File: src/rtl/fifo_stream_reader.sv
// Read-side adapter for the async FIFO: turns the registered FIFO read port
// into a full-throughput valid/ready stream through a 2-entry buffer.
module fifo_stream_reader #(
  parameter int DATA_WIDTH = 8,
  parameter int CNT_WIDTH  = 16
) (
  input  logic                  clk_i,
  input  logic                  rst_i,
  input  logic                  fifo_rrdy_i,
  input  logic [DATA_WIDTH-1:0] fifo_dout_i,
  output logic                  fifo_re_o,
  output logic                  m_valid_o,
  input  logic                  m_ready_i,
  output logic [DATA_WIDTH-1:0] m_data_o,
  input  logic                  flush_i,
  output logic [CNT_WIDTH-1:0]  beat_cnt_o
);

  logic [1:0]            occ;
  logic                  pend;
  logic                  head;
  logic                  tail;
  logic [DATA_WIDTH-1:0] mem [2];
  logic [CNT_WIDTH-1:0]  beat_cnt;
  logic                  pop;
  logic [2:0]            fill;

  // A slot is reserved for every read in flight, so a read is only issued
  // when the words held plus the word arriving still leave room after a pop.
  always_comb begin
    pop       = m_valid_o & m_ready_i;
    fill      = {1'b0, occ} + {2'b0, pend} - {2'b0, pop};
    fifo_re_o = ~rst_i & ~flush_i & fifo_rrdy_i & (fill < 3'd2);
  end

  assign m_valid_o  = (occ != 2'd0);
  assign m_data_o   = mem[head];
  assign beat_cnt_o = beat_cnt;

  // Flush wins over capture and pop; the buffer storage itself is left as is.
  always_ff @(posedge clk_i or posedge rst_i) begin
    if (rst_i) begin
      occ      <= 2'd0;
      pend     <= 1'b0;
      head     <= 1'b0;
      tail     <= 1'b0;
      mem[0]   <= '0;
      mem[1]   <= '0;
      beat_cnt <= '0;
    end else if (flush_i) begin
      occ      <= 2'd0;
      pend     <= 1'b0;
      head     <= 1'b0;
      tail     <= 1'b0;
      beat_cnt <= '0;
    end else begin
      if (pend) begin
        mem[tail] <= fifo_dout_i;
        tail      <= ~tail;
      end
      if (pop) begin
        head     <= ~head;
        beat_cnt <= beat_cnt + {{(CNT_WIDTH-1){1'b0}}, 1'b1};
      end
      pend <= fifo_re_o;
      occ  <= fill[1:0];
    end
  end

endmodule
File: config.mk
export PLATFORM = sky130hd
export DESIGN_NAME = fifo_stream_reader
export DESIGN_NICKNAME = d
export VERILOG_FILES = /design/src/rtl/fifo_stream_reader.sv
export SDC_FILE = /design/constraint.sdc
export NUM_CORES = 1
export LEC_CHECK = 0
export ABC_AREA = 1
export CORE_MARGIN = 3
export CORE_UTILIZATION = 45
export DETAILED_ROUTE_END_ITERATION = 8
export GPL_TIMING_DRIVEN = 0
export MAX_ROUTING_LAYER = met4
export PLACE_DENSITY = 0.71
export SYNTH_ARGS = -nofsm -noshare
export SYNTH_HDL_FRONTEND = slang
export SYNTH_SLANG_ARGS = --single-unit
File: constraint.sdc
create_clock -name clk_i -period 2.6 [get_ports clk_i]
set_input_delay 0.39 -clock clk_i [delete_from_list [all_inputs] [get_ports clk_i]]
set_output_delay 0.39 -clock clk_i [all_outputs]
set_load 0.02 [all_outputs]
==> impl_metrics.ini, run 1 <==
[status]
status = completed

[drt]
wl_um = 4370
drcViolationCount = 0
ant_nets = 0
vias = 1761
routed_via_density = 4.95
detail_route.iter0.violations = 94
detail_route.first_pass.iterations = 4
wl_per_cell_um = 12.3

[finish]
nets = 322
layout_common_cells = 72 x nand2_1, 37 x dfrtp_1, 36 x inv_1, 36 x clkdlybuf4s50_1, 31 x nor2_1
final_common_cell = nand2_1
antenna_cells = 0
drive_gt1_frac = 0.118
finalNonFillerCells = 356
syn2layout_area_growth_pct = 33.1

[timing]
min_period_ns = 2.56
slew_headroom = 0.478
final_max_slew_viol_count = 0
rsz0062_at_grt = true
max_slew.worst_pin.slew_ns = 0.782
fin_hold_ws_ns = 0.488
max_freq_mhz = 390
finClkSkew_ns = 0.00260
fin_crit_sh = 0.986
setup_viol = 0
hold_viol = 0

[placement]
dpl.hpwl_um = 2950
dpl.cell_count = 343
place.gp.congestion = 0.826
io_buffers = 38

[clock_network]
numCtsBuffers = 5
clkLatencyLatePin_ns = 0.29
ctsLongestPathBuffers = 2
ctsHtreeMaxLevel = 2
tritoncts = built
clock_sinks = 37
clock-root-buffer = clkbuf_8
path_clk_slew_ns = 0.08

[logic_synthesis]
synth_seq_cells = 37
netlist_top_cells_area = dfrtp_1 48%, nand2_1 14%, inv_1 7.6%, nor2_1 6.0%, o21ai_0 5.4%
yosys_warnings = 0
synth_top_cell_by_area = dfrtp_1
syn_avg_cell_area_um2 = 7.60
synth.top_cell.area_share = 0.478
syn_nets = 272
ys_seq_area_frac = 0.478
syn_area_mm2 = 0.00194
netlist_instances = 255
synth_cell_types = 26

[setup_path]
critPathRequiredTime_ns = 2.21
timing_worst_setup_path_type = reg2out
slowest_delay_ns = 0.44
setup.worst_path.end = fifo_re_o
startpoint_type = flip-flop
r2r-start = occ[0]$_DFF_PP0_
slowest_stage = fa_2
r2r_slack_ns = 0.77
cp_num_cells = 8
path_delay_family = adder cells
startpoint = occ[0]$_DFF_PP0_
cp_num_buf_inv = 2
r2r-end = occ[1]$_DFF_PP0_
endpoint_kind = output pin
arrival_ns = 2.17
cp_max_fo = 3
r2r_cells = 8
crit_chain = nor2_4 -> nor2_4 -> ha_4 -> inv_2 -> ha_4 -> fa_2 -> nor3_2 -> buf_4

[floorplan]
die_width_um = 71.6
coreArea_mm2 = 0.00409
rows = 23
initial_core_util = 0.474
die_h_um = 71.6
die-area_mm2 = 0.00513
ios = 39

[power]
p_per_area_mw_per_mm2 = 788
clkPwrFrac = 0.261
leakagePower_nw = 1.26
peakVddDrop_uv = 514
power.internal_mw = 1.35
comb_power_share = 0.361
switching_share = 0.337
p_sw_uw = 685
power_frac_seq = 0.377

[global_routing]
grt_first_pass_wirelength_um = 7600
overflow = 0
grt_pass1_vias = 1762
grt_max_degree = 39
track_usage = 0.195
antenna_found_initial = 0

[worst_hold_path]
hp-class = reg2reg
worstHoldStart = mem[8]$_DFFE_PP0P_

[job]
cap_violations = 0
-- sequential cells by signal, summed over array words and instances (netlist names) --
register,flops
head,1
tail,1
mem,16
beat_cnt_o,16
pend,1
occ,2
-- power groups by stage --
stage,clock network [mW],registers [mW],logic [mW]
after detailed placement,0,0.773,0.642
after global routing,0.571,0.782,0.809
after global placement,0,0.772,0.635
after CTS,0.539,0.759,0.715
final,0.531,0.766,0.734
after floorplan,0,0.769,0.389
-- tightest hold or removal path: cells and delay by family (launching register included) --
| family | cells | cell delay [ns] |
|---|---|---|
| compound gates | 1 | 0.06 |
| flops | 1 | 0.35 |
| simple gates | 1 | 0.05 |
-- how the worst min path moves through the flow --
stage	endpoint	slack (ns)	cells past startpoint
after CTS	mem[3]$_DFFE_PP0P_	0.49	2
after floorplan	mem[0]$_DFFE_PP0P_	0.45	2
after global placement	mem[4]$_DFFE_PP0P_	0.47	2
final	mem[8]$_DFFE_PP0P_	0.49	2
after global routing	mem[2]$_DFFE_PP0P_	0.51	2
after detailed placement	mem[3]$_DFFE_PP0P_	0.47	2
-- Yosys cell counts (all sizes together) --
| cell | instances |
|---|---|
| xnor2 | 1 |
| nor2 | 36 |
| fa | 1 |
| and3 | 1 |
| nand4 | 1 |
| nor3b | 2 |
| xor2 | 1 |
| o21bai | 1 |
| inv | 40 |
| nand3 | 18 |
| nor3 | 4 |
| buf | 5 |
| clkinv | 1 |
| o21ai | 24 |
| ha | 3 |
| a21oi | 5 |
| nand3b | 1 |
| dfrtp | 37 |
| nand2 | 73 |
-- metal layers --
layer  vias to the layer above  track usage  share of wire
li1                        887            -              -
met1                       828        0.233           0.44
met2                        38        0.311           0.50
met3                         8       0.0463          0.041
met4                         0       0.0939          0.018
met5                         -            -              0
-- repair_timing --
item                       CTS  global route
buffers inserted             4             1
pin swaps                    6             4
hold buffers                 0             0
setup endpoints to repair    1             1
resized for setup           13             3
-- through the flow --
| stage | power (mW) | util | setup TNS, ns | worst slack (ns) | area (um^2) |
|---|---|---|---|---|---|
| global placement | 1.41 | 0.582 | -0.809 | -0.809 | 2380 |
| CTS | 2.01 | 0.626 | -0.0577 | -0.0577 | 2560 |
| global route | 2.16 | 0.631 | -0.0518 | -0.0518 | 2580 |
| floorplan | 1.16 | - | 0 | 0.115 | 1940 |
| detailed placement | 1.42 | 0.582 | -0.763 | -0.763 | 2380 |
| finish | 2.03 | 0.631 | 0 | 0.0359 | 2580 |
-- cell families (layout without fill, tap and decap cells) --
family	count (synthesis)	after routing	share of synthesized area
flops	37	37	0.478
compound gates	30	30	0.0807
buf+inv	46	97	0.0988
xor+xnor	2	2	0.00905
simple gates	136	136	0.304
fa+ha+maj	4	4	0.0297
-- area by class of cell --
cell class	count	area [um^2]
Multi-Input combinational cell	172	865
Inverter	41	154
Timing Repair Buffer	43	414
Clock buffer	6	82.6
Sequential cell	37	926
Buffer	5	37.5
Fill cell	368	1510
Tap cell	50	62.6
Clock inverter	2	37.5
Note: power is estimated with default switching activity, not from simulation.
==> run 2, diff against run 1 <==
--- a/config.mk
+++ b/config.mk
@@ -6,6 +6,7 @@
 export NUM_CORES = 1
 export LEC_CHECK = 0
 export ABC_AREA = 1
+export CAP_MARGIN = 20
 export CORE_MARGIN = 3
 export CORE_UTILIZATION = 45
 export DETAILED_ROUTE_END_ITERATION = 8
==> results of run 2 <==
Same layout as run 1: the final DEF is identical, and so are final timing and power.
